$ cat config.mk
export PLATFORM = sky130hd
export DESIGN_NAME = mips_multicycle_control_flat
export DESIGN_NICKNAME = d
export VERILOG_FILES = /design/src/rtl/mips_ctrl_pkg.sv /design/src/rtl/mips_multicycle_control_if.sv /design/src/rtl/mips_mem_wait_timer.sv /design/src/rtl/mips_multicycle_control.sv /design/src/flat_wrapper.sv
export SDC_FILE = /design/constraint.sdc
export NUM_CORES = 1
export LEC_CHECK = 0
export CELL_PAD_IN_SITES_DETAIL_PLACEMENT = 1
export CELL_PAD_IN_SITES_GLOBAL_PLACEMENT = 1
export CORE_MARGIN = 1.5
export CORE_UTILIZATION = 29
export CTS_BUF_LIST = sky130_fd_sc_hd__clkbuf_4 sky130_fd_sc_hd__clkbuf_8
export CTS_CLUSTER_SIZE = 12
export DETAILED_ROUTE_END_ITERATION = 6
export GPL_TIMING_DRIVEN = 0
export HOLD_SLACK_MARGIN = 0.06
export PLACE_DENSITY_LB_ADDON = 0.1
export SLEW_MARGIN = 20
export SYNTH_ARGS = -nofsm -noshare
export SYNTH_HDL_FRONTEND = slang
export SYNTH_SLANG_ARGS = --single-unit
$ cat constraint.sdc
create_clock -name clk -period 1.6 [get_ports clk]
set_input_delay 0.16 -clock clk [delete_from_list [all_inputs] [get_ports clk]]
set_output_delay 0.16 -clock clk [all_outputs]
set_load 0.005 [all_outputs]
$ cat src/rtl/mips_ctrl_pkg.sv
// Shared encodings for the multicycle MIPS control FSM: states, opcodes,
// and the mux-select / ALU-op codes driven onto the datapath.
package mips_ctrl_pkg;

    typedef enum logic [3:0] {
        S_FETCH  = 4'd0,
        S_DECODE = 4'd1,
        S_MEMADR = 4'd2,
        S_MEMRD  = 4'd3,
        S_MEMWB  = 4'd4,
        S_MEMWR  = 4'd5,
        S_EXEC   = 4'd6,
        S_RWB    = 4'd7,
        S_BRANCH = 4'd8,
        S_ADDIEX = 4'd9,
        S_ADDIWB = 4'd10,
        S_JUMP   = 4'd11
    } state_t;

    localparam logic [5:0] OP_RTYPE = 6'h00;
    localparam logic [5:0] OP_ADDI  = 6'h08;
    localparam logic [5:0] OP_BEQ   = 6'h04;
    localparam logic [5:0] OP_J     = 6'h02;
    localparam logic [5:0] OP_LW    = 6'h23;
    localparam logic [5:0] OP_LH    = 6'h21;
    localparam logic [5:0] OP_SW    = 6'h2B;
    localparam logic [5:0] OP_SH    = 6'h29;

    localparam logic [1:0] ALUOP_ADD   = 2'd0;
    localparam logic [1:0] ALUOP_SUB   = 2'd1;
    localparam logic [1:0] ALUOP_FUNCT = 2'd2;

    localparam logic [1:0] SRCB_B      = 2'd0;
    localparam logic [1:0] SRCB_FOUR   = 2'd1;
    localparam logic [1:0] SRCB_IMM    = 2'd2;
    localparam logic [1:0] SRCB_IMMSH2 = 2'd3;

    localparam logic [1:0] PCSRC_ALU    = 2'd0;
    localparam logic [1:0] PCSRC_ALUOUT = 2'd1;
    localparam logic [1:0] PCSRC_JUMP   = 2'd2;

    // Loads and stores share MEMADR; this picks the branch out of it.
    function automatic logic is_load(input logic [5:0] op);
        return (op == OP_LW) || (op == OP_LH);
    endfunction

endpackage

$ cat src/rtl/mips_multicycle_control_if.sv
// Control bundle between the FSM (master) and the datapath/memory (slave).
interface mips_multicycle_control_if;
    logic [5:0] Instruction;
    logic       mem_ready;
    logic       PCWrite;
    logic       PCWriteCond;
    logic       IorD;
    logic       MemRead;
    logic       MemWrite;
    logic       Half;
    logic       IRWrite;
    logic       MemtoReg;
    logic       RegDst;
    logic       RegWrite;
    logic       ALUSrcA;
    logic [1:0] ALUSrcB;
    logic [1:0] ALUOp;
    logic [1:0] PCSource;
    logic [3:0] state;
    logic       instr_done;
    logic       illegal_op;
    logic       mem_err;

    modport master (
        input  Instruction, mem_ready,
        output PCWrite, PCWriteCond, IorD, MemRead, MemWrite, Half, IRWrite,
               MemtoReg, RegDst, RegWrite, ALUSrcA, ALUSrcB, ALUOp, PCSource,
               state, instr_done, illegal_op, mem_err
    );

    modport slave (
        output Instruction, mem_ready,
        input  PCWrite, PCWriteCond, IorD, MemRead, MemWrite, Half, IRWrite,
               MemtoReg, RegDst, RegWrite, ALUSrcA, ALUSrcB, ALUOp, PCSource,
               state, instr_done, illegal_op, mem_err
    );
endinterface

$ cat src/rtl/mips_mem_wait_timer.sv
// Counts consecutive stalled cycles in a memory-waiting state and flags the
// cycle on which the wait budget runs out.
module mips_mem_wait_timer #(
    parameter int MEM_TIMEOUT = 16,
    parameter int CNT_W       = 5
) (
    input  logic clk,
    input  logic rst_n,
    input  logic en,       // holding in a wait state with mem_ready low
    output logic timeout
);
    logic [CNT_W-1:0] cnt;

    assign timeout = en && (cnt == CNT_W'(MEM_TIMEOUT - 1));

    // Any non-stall cycle (entry, completion, other states) restarts the count;
    // the timeout cycle itself also restarts it since the FSM re-enters FETCH.
    always_ff @(posedge clk or negedge rst_n) begin
        if (!rst_n)                cnt <= '0;
        else if (!en || timeout)   cnt <= '0;
        else                       cnt <= cnt + 1'b1;
    end
endmodule

$ cat src/rtl/mips_multicycle_control.sv
// Multicycle MIPS control FSM: Moore control word per state, with mem_ready
// gating in the memory states and a wait timeout that aborts to FETCH.
module mips_multicycle_control
    import mips_ctrl_pkg::*;
#(
    parameter int MEM_TIMEOUT = 16,
    parameter int CNT_W       = 5
) (
    input  logic                       clk,
    input  logic                       rst_n,
    mips_multicycle_control_if.master  bus
);
    state_t     state, state_nxt;
    logic       wait_en, timeout;
    logic       pcw, pcwc, iord, mrd, mwr, half, irw, m2r, rdst, rw, srca;
    logic [1:0] srcb, aluop, pcsrc;
    logic       done, ill, merr;
    logic [5:0] op;

    assign op      = bus.Instruction;
    assign wait_en = ((state == S_FETCH) || (state == S_MEMRD) || (state == S_MEMWR))
                     && !bus.mem_ready;

    mips_mem_wait_timer #(.MEM_TIMEOUT(MEM_TIMEOUT), .CNT_W(CNT_W)) u_wait (
        .clk     (clk),
        .rst_n   (rst_n),
        .en      (wait_en),
        .timeout (timeout)
    );

    // State register.
    always_ff @(posedge clk or negedge rst_n) begin
        if (!rst_n) state <= S_FETCH;
        else        state <= state_nxt;
    end

    // Next state and control word; timeout aborts to FETCH with no writes.
    always_comb begin
        state_nxt = state;
        pcw = 1'b0; pcwc = 1'b0; iord = 1'b0; mrd = 1'b0; mwr = 1'b0;
        half = 1'b0; irw = 1'b0; m2r = 1'b0; rdst = 1'b0; rw = 1'b0;
        srca = 1'b0; srcb = SRCB_B; aluop = ALUOP_ADD; pcsrc = PCSRC_ALU;
        done = 1'b0; ill = 1'b0; merr = 1'b0;
        unique case (state)
            S_FETCH: begin
                mrd  = 1'b1;
                srcb = SRCB_FOUR;
                irw  = bus.mem_ready;
                pcw  = bus.mem_ready;
                if (bus.mem_ready) state_nxt = S_DECODE;
                else if (timeout)  merr = 1'b1;
            end
            S_DECODE: begin
                srcb = SRCB_IMMSH2;
                case (op)
                    OP_RTYPE:                    state_nxt = S_EXEC;
                    OP_ADDI:                     state_nxt = S_ADDIEX;
                    OP_BEQ:                      state_nxt = S_BRANCH;
                    OP_J:                        state_nxt = S_JUMP;
                    OP_LW, OP_LH, OP_SW, OP_SH:  state_nxt = S_MEMADR;
                    default: begin
                        ill       = 1'b1;
                        state_nxt = S_FETCH;
                    end
                endcase
            end
            S_MEMADR: begin
                srca      = 1'b1;
                srcb      = SRCB_IMM;
                state_nxt = is_load(op) ? S_MEMRD : S_MEMWR;
            end
            S_MEMRD: begin
                mrd  = 1'b1;
                iord = 1'b1;
                half = (op == OP_LH);
                if (bus.mem_ready) state_nxt = S_MEMWB;
                else if (timeout) begin
                    merr      = 1'b1;
                    state_nxt = S_FETCH;
                end
            end
            S_MEMWB: begin
                rw = 1'b1; m2r = 1'b1; done = 1'b1;
                state_nxt = S_FETCH;
            end
            S_MEMWR: begin
                mwr  = 1'b1;
                iord = 1'b1;
                half = (op == OP_SH);
                if (bus.mem_ready) begin
                    done      = 1'b1;
                    state_nxt = S_FETCH;
                end else if (timeout) begin
                    merr      = 1'b1;
                    state_nxt = S_FETCH;
                end
            end
            S_EXEC: begin
                srca = 1'b1; srcb = SRCB_B; aluop = ALUOP_FUNCT;
                state_nxt = S_RWB;
            end
            S_RWB: begin
                rw = 1'b1; rdst = 1'b1; done = 1'b1;
                state_nxt = S_FETCH;
            end
            S_ADDIEX: begin
                srca = 1'b1; srcb = SRCB_IMM;
                state_nxt = S_ADDIWB;
            end
            S_ADDIWB: begin
                rw = 1'b1; done = 1'b1;
                state_nxt = S_FETCH;
            end
            S_BRANCH: begin
                srca = 1'b1; srcb = SRCB_B; aluop = ALUOP_SUB;
                pcwc = 1'b1; pcsrc = PCSRC_ALUOUT; done = 1'b1;
                state_nxt = S_FETCH;
            end
            S_JUMP: begin
                pcw = 1'b1; pcsrc = PCSRC_JUMP; done = 1'b1;
                state_nxt = S_FETCH;
            end
            default: state_nxt = S_FETCH;
        endcase
    end

    // Hold every output low while reset is asserted, even though state=FETCH.
    assign bus.PCWrite     = rst_n & pcw;
    assign bus.PCWriteCond = rst_n & pcwc;
    assign bus.IorD        = rst_n & iord;
    assign bus.MemRead     = rst_n & mrd;
    assign bus.MemWrite    = rst_n & mwr;
    assign bus.Half        = rst_n & half;
    assign bus.IRWrite     = rst_n & irw;
    assign bus.MemtoReg    = rst_n & m2r;
    assign bus.RegDst      = rst_n & rdst;
    assign bus.RegWrite    = rst_n & rw;
    assign bus.ALUSrcA     = rst_n & srca;
    assign bus.ALUSrcB     = rst_n ? srcb  : 2'd0;
    assign bus.ALUOp       = rst_n ? aluop : 2'd0;
    assign bus.PCSource    = rst_n ? pcsrc : 2'd0;
    assign bus.state       = rst_n ? 4'(state) : 4'd0;
    assign bus.instr_done  = rst_n & done;
    assign bus.illegal_op  = rst_n & ill;
    assign bus.mem_err     = rst_n & merr;
endmodule

$ cat src/flat_wrapper.sv
// flat-port wrapper written by rule: the top's interface ports become plain ports
module mips_multicycle_control_flat import mips_ctrl_pkg::*;
#(
    parameter int MEM_TIMEOUT = 16,
    parameter int CNT_W       = 5
)
  (clk, rst_n, bus_Instruction, bus_mem_ready, bus_PCWrite, bus_PCWriteCond, bus_IorD, bus_MemRead, bus_MemWrite, bus_Half, bus_IRWrite, bus_MemtoReg, bus_RegDst, bus_RegWrite, bus_ALUSrcA, bus_ALUSrcB, bus_ALUOp, bus_PCSource, bus_state, bus_instr_done, bus_illegal_op, bus_mem_err);
  mips_multicycle_control_if bus_i ();
  input  logic clk;
  input  logic rst_n;
  input wire logic [$bits(bus_i.Instruction)-1:0] bus_Instruction;
  input wire logic [$bits(bus_i.mem_ready)-1:0] bus_mem_ready;
  output wire logic [$bits(bus_i.PCWrite)-1:0] bus_PCWrite;
  output wire logic [$bits(bus_i.PCWriteCond)-1:0] bus_PCWriteCond;
  output wire logic [$bits(bus_i.IorD)-1:0] bus_IorD;
  output wire logic [$bits(bus_i.MemRead)-1:0] bus_MemRead;
  output wire logic [$bits(bus_i.MemWrite)-1:0] bus_MemWrite;
  output wire logic [$bits(bus_i.Half)-1:0] bus_Half;
  output wire logic [$bits(bus_i.IRWrite)-1:0] bus_IRWrite;
  output wire logic [$bits(bus_i.MemtoReg)-1:0] bus_MemtoReg;
  output wire logic [$bits(bus_i.RegDst)-1:0] bus_RegDst;
  output wire logic [$bits(bus_i.RegWrite)-1:0] bus_RegWrite;
  output wire logic [$bits(bus_i.ALUSrcA)-1:0] bus_ALUSrcA;
  output wire logic [$bits(bus_i.ALUSrcB)-1:0] bus_ALUSrcB;
  output wire logic [$bits(bus_i.ALUOp)-1:0] bus_ALUOp;
  output wire logic [$bits(bus_i.PCSource)-1:0] bus_PCSource;
  output wire logic [$bits(bus_i.state)-1:0] bus_state;
  output wire logic [$bits(bus_i.instr_done)-1:0] bus_instr_done;
  output wire logic [$bits(bus_i.illegal_op)-1:0] bus_illegal_op;
  output wire logic [$bits(bus_i.mem_err)-1:0] bus_mem_err;
  assign bus_i.Instruction = bus_Instruction;
  assign bus_i.mem_ready = bus_mem_ready;
  assign bus_PCWrite = bus_i.PCWrite;
  assign bus_PCWriteCond = bus_i.PCWriteCond;
  assign bus_IorD = bus_i.IorD;
  assign bus_MemRead = bus_i.MemRead;
  assign bus_MemWrite = bus_i.MemWrite;
  assign bus_Half = bus_i.Half;
  assign bus_IRWrite = bus_i.IRWrite;
  assign bus_MemtoReg = bus_i.MemtoReg;
  assign bus_RegDst = bus_i.RegDst;
  assign bus_RegWrite = bus_i.RegWrite;
  assign bus_ALUSrcA = bus_i.ALUSrcA;
  assign bus_ALUSrcB = bus_i.ALUSrcB;
  assign bus_ALUOp = bus_i.ALUOp;
  assign bus_PCSource = bus_i.PCSource;
  assign bus_state = bus_i.state;
  assign bus_instr_done = bus_i.instr_done;
  assign bus_illegal_op = bus_i.illegal_op;
  assign bus_mem_err = bus_i.mem_err;
  mips_multicycle_control #(.MEM_TIMEOUT(MEM_TIMEOUT), .CNT_W(CNT_W)) u_core (.clk(clk), .rst_n(rst_n), .bus(bus_i));
endmodule
; ---- After elaboration in Yosys (flattened, before gate mapping)
; Index checks and enable logic that the tools add are counted.
[totals]
elab_cells = 89
out_inout_bits = 24
in_bits = 9
register_bits = 9
[op_classes]
n_reduce_logical = 19
mux = 33
eq_ne = 20
n_bitwise = 14
add_sub_neg = 1
[ops]
columns = operator, n
row1 = 4-bit one-hot mux with 7 select lines, 1
row2 = 6-bit == test (second input constant), 4
row3 = 4-bit two-way mux, 5
row4 = 4-bit one-hot mux with 5 select lines, 1
row5 = 4-bit by 3-bit == test with 1-bit output (second input constant), 4
row6 = 4-bit == test (second input constant), 4
row7 = 1-bit two-way mux, 15
row8 = 1-bit AND, 14
row9 = 4-bit by 2-bit == test with 1-bit output (second input constant), 2
row10 = 2-bit one-hot mux with 2 select lines, 2
row11 = 4-bit OR reduction, 2
row12 = 8-bit OR reduction, 1
row13 = 6-bit by 2-bit == test with 1-bit output (second input constant), 1
row14 = 6-bit by 3-bit == test with 1-bit output (second input constant), 1
row15 = 6-bit by 4-bit == test with 1-bit output (second input constant), 1
row16 = 6-bit logical NOT, 1
row17 = 2-bit two-way mux, 3
row18 = 1-bit one-hot mux with 2 select lines, 3
row19 = 2-bit one-hot mux with 3 select lines, 1
row20 = 2-bit OR reduction, 3
row21 = 3-bit OR reduction, 2
row22 = 5-bit by 1-bit adder with 5-bit output (second input constant), 1
row23 = 5-bit by 4-bit == test with 1-bit output (second input constant), 1
row24 = 5-bit two-way mux, 1
row25 = other kinds (8), 13

; ---- Logic depth before layout (Yosys ltp)
; Gate-level depths: netlist of the first run.
[logic_depth]
word_depth = 9
ltp_mapped = 7
mapped_depth_nobuf = 7

; ---- Modules after synthesis
; From an unflattened synthesis of the first run, not the netlist that was laid out.
[hier_totals]
cells_unflattened = 123
hier_area_um2 = 943.4
[by_module_without_submodules]
columns = module, instances, area_per_inst_um2, cells_each, seq_area_each_um2
row1 = mips_multicycle_control, 1, 709.4, 102, 100.1
row2 = mips_mem_wait_timer, 1, 234.0, 21, 125.1

; ---- Worst setup path before layout of the first run
; OpenSTA, ideal clock, no wires.
[synth_timing]
path_type = reg-to-reg
from = reg u_core.u_wait.cnt[0]
to = reg u_core.u_wait.cnt[2]
path_slack_ps = -44
synth_period_minus_slack_ps = 1644
t_arrival_ps = 1572
stages_incl_launch_ff = 6
path_buffers = 0
t_required_ps = 1528
path_cell_list = dfrtp_1 -> ha_1 -> and3_1 -> ha_1 -> or4_4 -> nor2_1
[synth_via]
elab_chain_cells = 4
word_cells_on_any_way = 5
[synth_rtl]
columns = element, line_no
row1 = from (decl), mips_mem_wait_timer.sv:12  ; logic [CNT_W-1:0] cnt;
row2 = from (signal assigned), mips_mem_wait_timer.sv:21  ; else cnt <= cnt + 1'b1;
row3 = branches (longest 3 deep; another with 5-bit by 1-bit adder with 5-bit output), n/a
row4 = 5-bit two-way mux (*), mips_mem_wait_timer.sv:20  ; else if (!en || timeout) cnt <= '0;
; Mark *: on every way between the ends.
; A chain may end at the register's enable or synchronous reset.

; ---- Worst setup path in the final report of the first run
[layout_timing]
from = reg u_core.u_wait.cnt[0]
to = out bus_mem_err
[layout_via]
elab_chain_cells = 6
[layout_rtl]
columns = element, line_no
row1 = 5-bit by 4-bit == test with 1-bit output, mips_mem_wait_timer.sv:14  ; assign timeout = en && (cnt == CNT_W'(MEM_TIMEOUT - 1));
row2 = 1-bit logical AND, mips_mem_wait_timer.sv:14
row3 = 1-bit two-way mux, "mips_multicycle_control.sv:51, mips_multicycle_control.sv:77, mips_multicycle_control.sv:93"
row4 = 1-bit two-way mux, mips_multicycle_control.sv:50  ; if (bus.mem_ready) state_nxt = S_DECODE;
row5 = 1-bit two-way mux, n/a
row6 = 1-bit AND, mips_multicycle_control.sv:145  ; assign bus.mem_err = rst_n & merr;
row7 = to (decl), flat_wrapper.sv:30  ; output wire logic [$bits(bus_i.mem_err)-1:0] bus_mem_err;
; No other way between the ends.

==> run summary, run 1 <==
Finish
- 250 — final cell count without fillers
- 109.2% — relative area change from synthesis to final layout
- 0 — count of antenna diodes in the layout
- 1966 sq um — Layout Cell Area excl Fill
- 0.6165 — fraction of layout instances using a drive strength above 1
- 375 — number of inserted filler cells in the final layout
- 882.1 sq um — area of combinational cells with multiple inputs
- 0.6386 — utilization of the core after routing
- 227.7 sq um — area taken by flip-flops and latches
- 218 — NumNets Final

Setup path
- -0.15 ns — flop2flop setup slack
- 1.62 ns — arrival time of data at the critical path endpoint
- sky130_fd_sc_hd__dfrtp_1 — standard cell with the maximum stage delay on the critical path
- reg2out — critical path class
- output port — Worst setup EP type
- 4 — maximum net fanout on the critical path
- 8 — number of cells on the worst reg-to-reg path
- flop — critical path startpoint category
- ha_2 > and3_4 > ha_4 > nand2_2 > nor4_2 > buf_2 — cells along the critical path
- u_core.state[1] — endpoint of the worst register-to-register path
- u_core.u_wait.cnt[1] — launching point of the worst reg2reg path
- 1.44 ns — data required time of the worst path
- 0.37 ns — longest individual stage delay on the worst path

Die
- 20 — Placement Rows
- 3590 sq um — area of the die
- 59.92 um — DIE HEIGHT
- 3078 sq um — Floorplan Core Area
- 0.3053 — starting density of the core
- 59.92 um — die outline width
- 33 — total I/O pin count

STA
- 1.110 — crit share post-route
- -0.1764 ns — Final Worst Setup Slack
- 0.006417 ns — post-route clock skew
- yes — setup repair after global routing missed its margin
- 562.9 MHz — highest attainable clock frequency
- 0 — final-report hold violation count
- 0.4607 ns — worst slew pin tran
- 0 — Max Transition Viols Final
- 1.776 ns — fin crit period
- 23 — final setup fails
- -1.555 ns — total negative slack
- 0.6928 — Max-slew headroom

Status
- finished, violations left — result of the run
- setup timing — failing checks

Yosys
- 939.7 sq um — Netlist Area Pre-Place
- 7.119 sq um — syn_area_per_cell
- 38 — Distinct cells, synth
- 132 — Cells after Synth
- 0.2397 — fraction of synthesized cell area taken by the top area cell type
- sky130_fd_sc_hd__dfrtp_1 — library cell occupying the most area in the post-synthesis netlist
- 0 — Yosys warnings
- 1.000 — share of flip-flops with an asynchronous set or reset after synthesis
- 0.2397 — sequential cell area fraction in the yosys report
- sky130_fd_sc_hd__dfrtp_1 — most used flip-flop cell after synthesis
- 9 — Seq cells post-synth
- 0 — Post-synth EDFFs
- 143 — number of nets in the synthesized netlist
- sky130_fd_sc_hd__dfrtp_1 (24%), sky130_fd_sc_hd__nor2_1 (8.0%), sky130_fd_sc_hd__nor3_1 (4.8%) — most area-consuming cells after synthesis

Clock tree
- sky130_fd_sc_hd__clkbuf_4 — Clock Root Buffer
- yes — TritonCTS clock tree
- 0.28 ns — clock latency of the later-clocked register in the worst-skew pair
- 2 — buffer depth of the longest clock path
- 3 — Inserted Clock Buffers
- 1 — count of H-tree levels built during CTS
- 9 — Num Clock Sinks
- 0.07 ns — clock transition at the register clock pins on the worst setup and hold paths after CTS

Global route
- 0 — Overflow after GRT
- 1371 — via count of the first global-routing pass
- 0 — number of antenna violations at the first check in global routing
- 0.2761 — total global-route track usage
- 11 — pin count of the biggest net entering global routing
- 7176 um — wire length of the first global-routing pass

Min path
- bus_mem_ready — Min-Delay Startpoint
- 3 — number of cells on the worst hold path
- u_core.u_wait.cnt[2] — Hold Crit Endpoint
- in2reg — worst min path class

Place
- 30 — Port Buf Inserts
- 206 — placed cells
- 1300 sq um — cell area after placement
- 2294 um — post-DP HPWL
- 0.8275 — Final Wtd Congestion

Routing
- 5.508 — drt via density
- 4 — Pre-Repair DR Iteration Count
- 5423 um — Routed Wire Length
- 1377 — Via Count
- 21.69 um — WL/cell
- 0 — count of antenna-violating nets left after detailed routing
- 40 — First DRT Iteration DRCs
- 0 — drt drc

Run
- 0 — total of max-cap violations

Power and ir drop
- 0.8558 mV — Peak VDD IR
- 0.8597 nW — total leakage power
- 1325 nW/um^2 — P per Cell Area

## metal layers
layer / global-route usage / vias to the layer above / part of all wire
met3: 0.04978 / 25 / 0.040
met2: 0.4658 / 59 / 0.52
met1: 0.3338 / 683 / 0.40
met5: 0 / - / 0
li1: - / 610 / -
met4: 0.1365 / 0 / 0.040
## layout make-up
| class | count | share of cell area |
|---|---|---|
| multi-input combinational | 106 | 0.4488 |
| inverter | 5 | 0.01337 |
| timing repair buffer | 71 | 0.3125 |
| buffer | 11 | 0.06620 |
| tap | 44 | 0.02801 |
| clock buffer | 4 | 0.01528 |
| sequential | 9 | 0.1158 |
## power breakdown
part / leakage, nW / internal, mW / switching, mW
clock: 0.0184 / 0.114 / 0.0981
combinational: 0.723 / 1.06 / 1.00
sequential: 0.119 / 0.281 / 0.0487
total: 0.860 / 1.45 / 1.15
## how the worst max path moves through the flow
stage                               from                    to  slack [ns]
floorplan           u_core.u_wait.cnt[0]  u_core.u_wait.cnt[2]        0.01
global placement                   rst_n       bus_PCSource[0]       -0.99
detailed placement                 rst_n       bus_PCSource[0]       -1.05
CTS                 u_core.u_wait.cnt[0]           bus_mem_err       -0.15
global route        u_core.u_wait.cnt[0]           bus_mem_err       -0.26
finish              u_core.u_wait.cnt[0]           bus_mem_err       -0.18
## repair_timing
item / 4_1_cts / 5_1_grt
hold endpoints to repair: 9 / 0
endpoints found under the setup margin: 31 / 29
resized for setup: 151 / 33
pin swaps: 21 / 17
buffers inserted: 31 / 7
gates cloned: 1 / 1
hold buffers: 1 / 0
## kinds of logic (layout without fill, tap and decap cells)
kind of cell               Yosys count  after routing  synth area share
adders and majority gates            2              2           0.02663
DFF                                  9              9            0.2397
and+or+nand+nor                     72             72            0.4074
buffers and inverters               17             91           0.09852
muxes                                1              1           0.01065
AOI/OAI and AO/OA                   26             26            0.1705
xor gates and xnor gates             5              5           0.04660
## per-stage QoR
| step | hold slack [ns] | setup slack (ns) | power (mW) |
|---|---|---|---|
| after floorplan | -0.1356 | 0.01348 | 0.9567 |
| after global placement | 0.4488 | -0.9875 | 1.285 |
| after detailed placement | 0.4710 | -1.049 | 1.319 |
| after CTS | 0.3366 | -0.1515 | 2.235 |
| after global routing | 0.4293 | -0.2595 | 2.710 |
| final | 0.4023 | -0.1764 | 2.604 |
## synth_stat cells (4+ instances only)
cell type and instances:
sky130_fd_sc_hd__a21oi_1 8, sky130_fd_sc_hd__and2_1 4, sky130_fd_sc_hd__buf_2 5, sky130_fd_sc_hd__dfrtp_1 9, sky130_fd_sc_hd__inv_1 4, sky130_fd_sc_hd__nand2_1 11
sky130_fd_sc_hd__nand2b_1 4, sky130_fd_sc_hd__nand3_1 6, sky130_fd_sc_hd__nor2_1 20, sky130_fd_sc_hd__nor3_1 9, sky130_fd_sc_hd__o21ai_0 6, sky130_fd_sc_hd__o22ai_1 4
sky130_fd_sc_hd__xnor2_1 4
## sequential cells by signal, summed over array words and instances, names as in the netlist
register           count
u_core.state           4
u_core.u_wait.cnt      5
## layout by cell type, fill, tap and decap left out, types with 3 or more instances in the layout
cell type / instances
sky130_fd_sc_hd__a21oi_1: 6
sky130_fd_sc_hd__and2_1: 4
sky130_fd_sc_hd__buf_2: 17
sky130_fd_sc_hd__buf_4: 26
sky130_fd_sc_hd__buf_6: 16
sky130_fd_sc_hd__clkbuf_2: 3
sky130_fd_sc_hd__clkbuf_4: 4
sky130_fd_sc_hd__dfrtp_1: 7
sky130_fd_sc_hd__dlygate4sd2_1: 8
sky130_fd_sc_hd__inv_1: 3
sky130_fd_sc_hd__nand2_1: 5
sky130_fd_sc_hd__nand2_2: 5
sky130_fd_sc_hd__nand2b_4: 3
sky130_fd_sc_hd__nand3_1: 4
sky130_fd_sc_hd__nand3b_1: 3
sky130_fd_sc_hd__nor2_1: 8
sky130_fd_sc_hd__nor2_2: 7
sky130_fd_sc_hd__nor2_4: 5
sky130_fd_sc_hd__nor3_1: 5
sky130_fd_sc_hd__o21ai_0: 3
sky130_fd_sc_hd__o22ai_1: 3
sky130_fd_sc_hd__xnor2_1: 3
## worst max-delay path: cells and delay by family, from the launching register on
family                     cells  cell delay [ns]
and+or+nand+nor                3             0.46
DFF                            1             0.37
adders and majority gates      2             0.35
buffers and inverters          1             0.16
No activity file was read; power rests on OpenSTA's default activity.
==> inputs of run 2 (changes only) <==
--- a/config.mk
+++ b/config.mk
@@ -14,5 +14,5 @@
 export DETAILED_ROUTE_END_ITERATION = 6
 export GPL_TIMING_DRIVEN = 0
-export HOLD_SLACK_MARGIN = 0.06
+export HOLD_SLACK_MARGIN = 0.1
 export PLACE_DENSITY_LB_ADDON = 0.1
 export SLEW_MARGIN = 20
==> constraint.sdc (replaced) <==
create_clock -name clk -period 1.6 [get_ports clk]
set_input_delay 0.16 -clock clk [delete_from_list [all_inputs] [get_ports clk]]
set_output_delay 0.16 -clock clk [all_outputs]
set_load 0.02 [all_outputs]
==> run 2 against run 1 <==
  * The run still ends with setup timing left
  * Clock skew up 0.0085 ns
  * Clock-buffer cell count did not move
  * Via count is 5.7% lower
  * Worst setup slack lost 0.021 ns
  * Highest routed layer unchanged
  * Total power fell by 1.8%
  * Routed wire length is 16% lower
  * Largest cell class unchanged
==> run summary, run 2 (synthesis gave the netlist of run 1 again) <==
Finish
- 206 — NumNets Final, was 218
- 5 — max FFs per register, unchanged
- 0.5979 — fraction of layout instances using a drive strength above 1, was 0.6165
- 97.60% — relative area change from synthesis to final layout, was 109.2%
- 0.6033 — utilization of the core after routing, was 0.6386
- sky130_fd_sc_hd__buf_4 — leading cell type in the layout, fill and taps excluded, unchanged
- 226.5 sq um — area taken by flip-flops and latches, was 227.7 sq um
- 0 — count of antenna diodes in the layout, unchanged
- 369 — number of inserted filler cells in the final layout, was 375
- u_core.u_wait.cnt — register name with the most flops, unchanged
- sky130_fd_sc_hd__buf_4 (34), sky130_fd_sc_hd__buf_6 (16), sky130_fd_sc_hd__nor2_1 (9) — commonest non-fill, non-tap cells in the layout, was sky130_fd_sc_hd__buf_4 (26), sky130_fd_sc_hd__buf_2 (17), sky130_fd_sc_hd__buf_6 (16)
- u_core.u_wait.cnt x5, u_core.state x4 — registers with the most flip-flops, unchanged
- 914.6 sq um — area of combinational cells with multiple inputs, was 882.1 sq um

Status
- finished, violations left — result of the run, unchanged
- setup timing — failing checks, unchanged

Die
- 0.3053 — starting density of the core, unchanged
- 59.92 um — die outline width, unchanged
- 3078 sq um — Floorplan Core Area, unchanged
- 59.92 um — DIE HEIGHT, unchanged
- 3590 sq um — area of the die, unchanged
- 20 — Placement Rows, unchanged
- 33 — total I/O pin count, unchanged

Min path
- in2reg — worst min path class, unchanged

Routing
- 4557 um — Routed Wire Length, was 5423 um
- 19.15 um — WL/cell, was 21.69 um
- 0 — drt drc, unchanged
- 0 — count of antenna-violating nets left after detailed routing, unchanged
- 1299 — Via Count, was 1377
- 5.458 — drt via density, was 5.508
- 4 — Pre-Repair DR Iteration Count, unchanged
- 38 — First DRT Iteration DRCs, was 40

Power and ir drop
- 0.7771 nW — total leakage power, was 0.8597 nW
- 1377 nW/um^2 — P per Cell Area, was 1325 nW/um^2
- 2.557 mW — final total power, was 2.604 mW
- 0.7571 mV — Peak VDD IR, was 0.8558 mV

Clock tree
- 0.28 ns — clock latency of the later-clocked register in the worst-skew pair, about the same
- sky130_fd_sc_hd__clkbuf_4 — Clock Root Buffer, unchanged
- 1 — count of H-tree levels built during CTS, unchanged
- 9 — Num Clock Sinks, unchanged
- 3 — Inserted Clock Buffers, unchanged
- yes — TritonCTS clock tree, unchanged
- 2 — buffer depth of the longest clock path, unchanged
- 0.08 ns — clock transition at the register clock pins on the worst setup and hold paths after CTS, was 0.07 ns

STA
- 1.798 ns — fin crit period, was 1.776 ns
- 21 — final setup fails, was 23
- 556.2 MHz — highest attainable clock frequency, was 562.9 MHz
- 0.4665 ns — worst slew pin tran, was 0.4607 ns
- 0.01488 ns — post-route clock skew, was 0.006417 ns
- yes — setup repair after global routing missed its margin, unchanged
- -0.1978 ns — Final Worst Setup Slack, was -0.1764 ns
- 0.4433 ns — minimum hold slack, was 0.4023 ns
- 1.124 — crit share post-route, was 1.110
- 0.6880 — Max-slew headroom, was 0.6928
- 0 — final-report hold violation count, unchanged
- 0 — Max Transition Viols Final, unchanged

Setup path
- reg2out — critical path class, unchanged
- output port — Worst setup EP type, unchanged
- flop — critical path startpoint category, unchanged
- 6 — maximum net fanout on the critical path, was 4
- 1.64 ns — arrival time of data at the critical path endpoint, was 1.62 ns
- 1.44 ns — data required time of the worst path, about the same
- -0.14 ns — flop2flop setup slack, was -0.15 ns

Global route
- 0.2496 — total global-route track usage, was 0.2761
- 6582 um — wire length of the first global-routing pass, was 7176 um
- 1341 — via count of the first global-routing pass, was 1371
- 0 — Overflow after GRT, unchanged
- 11 — pin count of the biggest net entering global routing, unchanged
- 0 — number of antenna violations at the first check in global routing, unchanged

Run
- 0 — total of max-cap violations, unchanged

Place
- 0.8366 — Final Wtd Congestion, was 0.8275
- 2250 um — post-DP HPWL, was 2294 um
- 30 — Port Buf Inserts, unchanged

## run 2: worst max-delay path: stages (launching register included)
cell and delay, ns:
sky130_fd_sc_hd__dfrtp_2 0.47, sky130_fd_sc_hd__buf_6 0.15, sky130_fd_sc_hd__buf_8 0.13, sky130_fd_sc_hd__buf_6 0.12, sky130_fd_sc_hd__nand3b_1 0.15, sky130_fd_sc_hd__a21oi_1 0.18, sky130_fd_sc_hd__buf_4 0.17
## run 2: path summary, 6_finish.rpt
kind | cells after the start | start | to
worst min-delay path | 3 | bus_mem_ready | u_core.u_wait.cnt[3]
min in group asynchronous | 2 | rst_n | u_core.u_wait.cnt[3]
worst min register to register | 2 | u_core.u_wait.cnt[0] | u_core.u_wait.cnt[0]
worst max register to register | 7 | u_core.u_wait.cnt[1] | u_core.state[1]
max in group asynchronous | 2 | rst_n | u_core.state[1]
worst max-delay path | 6 | u_core.state[1] | bus_PCWrite
## run 2: cell type report
class | count | area share
Timing Repair Buffer | 58 | 0.2621
Buffer | 12 | 0.06334
Inverter | 5 | 0.01415
Tap cell | 44 | 0.02965
Multi-Input combinational cell | 106 | 0.4926
Sequential cell | 9 | 0.1220
Clock buffer | 4 | 0.01617
## run 2: timing repair
action                                 4_1_cts  5_1_grt
endpoints found under the hold margin        9        0
pin swaps                                   15       16
resized for setup                          157       53
buffers inserted                            26        3
hold buffers                                 1        0
setup endpoints to repair                   32       30
## run 2: where the power goes
part	switching, mW	internal [mW]	leakage, nW	total (mW)
sequential	0.0437	0.279	0.120	0.323
combinational	1.05	0.972	0.638	2.02
clock	0.0958	0.113	0.0184	0.209
## run 2: layer usage
layer / share of wire / vias to the layer above / wire length [um] / track usage
met3: 0.036 / 20 / 166 / 0.03030
met2: 0.52 / 44 / 2371 / 0.4534
li1: - / 592 / - / -
met5: 0 / - / 0 / 0
met1: 0.40 / 643 / 1831 / 0.2884
met4: 0.041 / 0 / 187 / 0.1111
## run 2: metrics by stage
stage          cells  TNS (ns)  worst slack (ns)  cell area [sq um]
2_1_floorplan    132         0           0.01348              983.4
3_3_place_gp     206    -17.97           -0.9682               1339
5_1_grt          238    -3.217           -0.2444               1857
4_1_cts          237    -1.104          -0.09391               1645
3_5_place_dp     206    -18.73           -0.9982               1339
6_report         238    -1.739           -0.1978               1857
==> inputs of run 3 (changes only) <==
ABC_CLOCK_PERIOD_IN_PS = 1600   (was not set)
CAP_MARGIN = 20   (was not set)
==> results of run 3 <==
The final DEF is identical to that of run 2; final timing and power are the same.
==> variant 1 (flow settings as in run 1) <==
Make the reset (`rst_n`) synchronous in 2 clocked blocks.
--- a/src/rtl/mips_mem_wait_timer.sv
+++ b/src/rtl/mips_mem_wait_timer.sv
@@ -15,7 +15,7 @@
 
     // Any non-stall cycle (entry, completion, other states) restarts the count;
     // the timeout cycle itself also restarts it since the FSM re-enters FETCH.
-    always_ff @(posedge clk or negedge rst_n) begin
+    always_ff @(posedge clk) begin
         if (!rst_n)                cnt <= '0;
         else if (!en || timeout)   cnt <= '0;
         else                       cnt <= cnt + 1'b1;
--- a/src/rtl/mips_multicycle_control.sv
+++ b/src/rtl/mips_multicycle_control.sv
@@ -29,7 +29,7 @@
     );
 
     // State register.
-    always_ff @(posedge clk or negedge rst_n) begin
+    always_ff @(posedge clk) begin
         if (!rst_n) state <= S_FETCH;
         else        state <= state_nxt;
     end
Function: no difference found for any inputs over 10 cycles, from zero or initial values and one cycle with rst_n low; that may be too few to reach the edited logic, so the function may still have changed.
==> variant 1 against run 1 <==
  * The flow still finishes with violations (negative setup slack)
  * Area after synthesis decreased by 8.9%
  * Routed wire length increased by 0.37%
  * Fmax decreased by 2.9%
  * Core utilization increased by 4.9 points
  * Sequential cell count unchanged
  * Final area decreased by 2.7%
  * Global-route usage decreased by 0.36 points
  * Worst setup slack got worse by 54 ps
  * Critical path type unchanged
Power is left out: it rests on default switching activity, and per cell area and clock period it moved more than threefold.
==> variant 1: results <==
{
  "port_buffers": 31,
  "drive_above_1_share_pct": 63.2,
  "async_reset_ff_share_pct": 0,
  "top_regs": "u_core.u_wait.cnt (5), u_core.state (4)",
  "firstDrtPassIters": 4,
  "wl_per_cell_um": 24.3,
  "crit_start": "u_core.state[2]",
  "fill_cells": 302,
  "min_from": "bus_Instruction[3]",
  "htreeDepth": 1,
  "holdWs_ps": 375,
  "reg2reg_depth": 7,
  "crit_end": "bus_mem_err",
  "synth.area.top_cells": "dfxtp_1 (21%), a21oi_1 (7.6%), nor2_1 (7.5%), nor3_1 (5.8%), nand2b_1 (5.1%)",
  "status": "finished, violations left",
  "r2r_end": "u_core.state[2]",
  "rrSetupSlack_ps": -80,
  "fin_nets": 205,
  "vias": 1328,
  "setup_violations": 18,
  "critPathSlowestCell": "dfxtp_4",
  "worst_slack_ps": -230,
  "grt_max_degree": 11,
  "ys_warn_count": 0,
  "ys_top_cells_by_count": "nor2_1 (17), a21oi_1 (13), nor3_1 (10), dfxtp_1 (9), nand2b_1 (7)",
  "skew_ps": 0.930,
  "arrival_ps": 1670,
  "grt_util_all_layers_pct": 27.2,
  "grt_pass1_wl_um": 6820,
  "syn_nets": 133,
  "gp_congestion": 0.890,
  "drt_iter0_markers": 70,
  "violations": "negative setup slack",
  "synth-seq-area-share_pct": 21.1,
  "dp_hpwl_um": 2170,
  "r2r_start": "u_core.u_wait.cnt[1]",
  "yosys.cell_types.count": 37,
  "holdPathStages": 3,
  "holdPathEnd": "u_core.state[2]",
  "grt_pass1_vias": 1308,
  "clk_latency_ps": 270,
  "tightestPinTransition_ps": 450
}
-- variant 1: metal layers --
metal  up-vias  track usage [%]  routed length [µm]
met5         -                0                   0
li1        575                -                   -
met2        84             52.4                2790
met3        25             3.63                 367
met1       644             30.7                2020
met4         0             8.31                 270
-- variant 1: timing repair --
action,in CTS,in global routing
setup buffers,27,11
pin swaps,23,21
setup endpoints to repair,27,25
hold buffers,0,0
gates resized for setup,140,57
-- variant 1: kinds of logic after synthesis --
logic type,count (synthesis),share of synthesized area (%)
buffers and inverters,14,7.89
AO/OA/AOI/OAI,28,21.3
multiplexers,1,1.17
AND/OR/NAND/NOR,63,40.5
XOR/XNOR,5,5.12
adder cells (fa/ha/maj),2,2.92
flip-flops,9,21.1
-- variant 1: cell type report --
| type | count | area (µm²) | share of cell area [%] |
|---|---|---|---|
| well taps | 31 | 38.8 | 2.03 |
| clock buffers | 3 | 22.5 | 1.18 |
| flip-flops and latches | 9 | 195 | 10.2 |
| multi-input cells | 99 | 960 | 50.2 |
| repair buffers | 69 | 571 | 29.8 |
| plain buffers | 8 | 101 | 5.30 |
| inverters | 4 | 20.0 | 1.05 |
| clock inverters | 1 | 5.00 | 0.262 |
-- variant 1: metrics by stage --
stage | cells | TNS (ps) | utilization (%) | instance area [µm²] | setup WS (ps)
detailed placement | 184 | -9200 | 43.3 | 1200 | -527
floorplan | 122 | 0 | - | 856 | 52.5
CTS | 215 | -683 | 61.9 | 1720 | -155
global route | 224 | -2130 | 68.8 | 1910 | -287
global placement | 184 | -8600 | 43.3 | 1200 | -525
finish | 224 | -1080 | 68.8 | 1910 | -230
-- variant 1: worst max-delay path: cells and delay by family, from the launching register on --
kind	cells	cell delay [ps]
compound gates	2	580
flops	1	370
buf+inv	2	260
simple gates	1	180
==> variant 2 (config.mk and constraints of run 1) <==
Without the edit above. `CNT_W` is set to 5 in 3 places; all go to 10.
--- a/src/rtl/mips_mem_wait_timer.sv
+++ b/src/rtl/mips_mem_wait_timer.sv
@@ -2,7 +2,7 @@
 // cycle on which the wait budget runs out.
 module mips_mem_wait_timer #(
     parameter int MEM_TIMEOUT = 16,
-    parameter int CNT_W       = 5
+    parameter int CNT_W       = 10
 ) (
     input  logic clk,
     input  logic rst_n,
--- a/src/rtl/mips_multicycle_control.sv
+++ b/src/rtl/mips_multicycle_control.sv
@@ -4,7 +4,7 @@
     import mips_ctrl_pkg::*;
 #(
     parameter int MEM_TIMEOUT = 16,
-    parameter int CNT_W       = 5
+    parameter int CNT_W       = 10
 ) (
     input  logic                       clk,
     input  logic                       rst_n,
--- a/src/flat_wrapper.sv
+++ b/src/flat_wrapper.sv
@@ -2,7 +2,7 @@
 module mips_multicycle_control_flat import mips_ctrl_pkg::*;
 #(
     parameter int MEM_TIMEOUT = 16,
-    parameter int CNT_W       = 5
+    parameter int CNT_W       = 10
 )
   (clk, rst_n, bus_Instruction, bus_mem_ready, bus_PCWrite, bus_PCWriteCond, bus_IorD, bus_MemRead, bus_MemWrite, bus_Half, bus_IRWrite, bus_MemtoReg, bus_RegDst, bus_RegWrite, bus_ALUSrcA, bus_ALUSrcB, bus_ALUOp, bus_PCSource, bus_state, bus_instr_done, bus_illegal_op, bus_mem_err);
   mips_multicycle_control_if bus_i ();
Formal check against the unedited RTL: same outputs for any inputs over 10 cycles, from zero or initial values and one cycle with rst_n low; that may be too few to reach the edited logic, so the function may still have changed.
==> variant 2 against run 1 <==
  * The run still ends with negative setup slack left
  * Routed wire length decreased by 4.9%
  * Sequential cell count increased by 5
  * Worst setup slack got worse by 380 ps
  * Total power decreased by 23%
  * Final area increased by 8.0%
  * Area after synthesis increased by 17%
  * Count of clock-buffer cells in the layout unchanged
  * Synthesized cell count increased by 6.1%
  * Sequential power increased by 33%
==> variant 2: results <==
{
  "status": "finished, violations left",
  "violations": "negative setup slack",
  "synthMuxAreaShare_pct": 0.914,
  "ys_top_cells_by_count": "nor2_1 (24), dfrtp_1 (14), nand2_1 (8), clkbuf_1 (7)",
  "setup_violations": 24,
  "grt_util_all_layers_pct": 21.7,
  "top_regs": "u_core.u_wait.cnt (10), u_core.state (4)",
  "reg2reg_depth": 5,
  "gp_congestion": 0.813,
  "holdPathEnd": "u_core.state[3]",
  "met3_length_um": 164,
  "met2_usage_pct": 38.3,
  "synth_xor_area_share_pct": 8.80,
  "drt_iter0_markers": 63,
  "p_leak_nw": 0.971,
  "port_buffers": 31,
  "syn_inst": 140,
  "fin_tns_setup_ps": -5870,
  "synth-seq-area-share_pct": 32.0,
  "arrival_ps": 1990,
  "yosys.cell_types.count": 46,
  "dp_hpwl_um": 2480,
  "finalPower_mw": 2.02,
  "internal-power_mw": 1.21,
  "dr_wl_met2_um": 2780,
  "post-place-ws_ps": -1210,
  "met3_usage_pct": 3.82,
  "rrSetupSlack_ps": -510,
  "synth-compound-area-share_pct": 13.9,
  "skew_ps": 1.10,
  "fin_cells": 259,
  "place_area_um2": 1470,
  "drive_above_1_share_pct": 51.7,
  "synth.area.top_cells": "dfrtp_1 (32%), nor2_1 (8.2%), xor2_1 (4.8%), xnor2_1 (4.0%), a21oi_1 (2.7%)",
  "yosys.area.top_type_share_pct": 32.0,
  "r2r_start": "u_core.u_wait.cnt[5]",
  "grt_pass1_wl_um": 6960,
  "worst_slack_ps": -552,
  "use_met1_pct": 26.7,
  "slowest_delay_ps": 520,
  "firstDrtPassIters": 5,
  "wl_met1_um": 2170,
  "cts_setup_buffers": 21,
  "p_clk_mw": 0.363,
  "fill_cells": 431,
  "cts_resized": 122,
  "tightestPinTransition_ps": 710,
  "fin_nets": 222,
  "wl_per_cell_um": 19.9,
  "ir_worst_vdd_mv": 0.507,
  "holdWs_ps": 434,
  "p_seq_share_pct": 21.8,
  "grt_pass1_vias": 1418
}
==> variant 2: changes by cell type in the layout (fill, tap and decap cells not counted), moves of 5 or more <==
cell	before	now
buf_2	17	10
nand2_2	5	0
nor2_1	8	18
nor2_2	7	2
dfrtp_1	7	12
==> variant 2: worst max-delay path by stage <==
stage                                    start               to  cells past startpoint
after floorplan           u_core.u_wait.cnt[5]  u_core.state[1]                      4
after global placement                   rst_n         bus_Half                      5
after detailed placement                 rst_n  bus_PCSource[0]                      5
after CTS                 u_core.u_wait.cnt[5]      bus_mem_err                      4
after global routing      u_core.u_wait.cnt[4]      bus_mem_err                      4
final                     u_core.u_wait.cnt[5]      bus_mem_err                      4
==> variant 2: layout make-up <==
class	instances	area (µm²)	share of cell area, %
Clock buffer	4	55.1	2.59
Tap cell	48	60.1	2.83
Multi-Input combinational cell	112	957	45.1
Sequential cell	14	353	16.6
Timing Repair Buffer	70	599	28.2
Buffer	6	62.6	2.95
Inverter	5	36.3	1.71
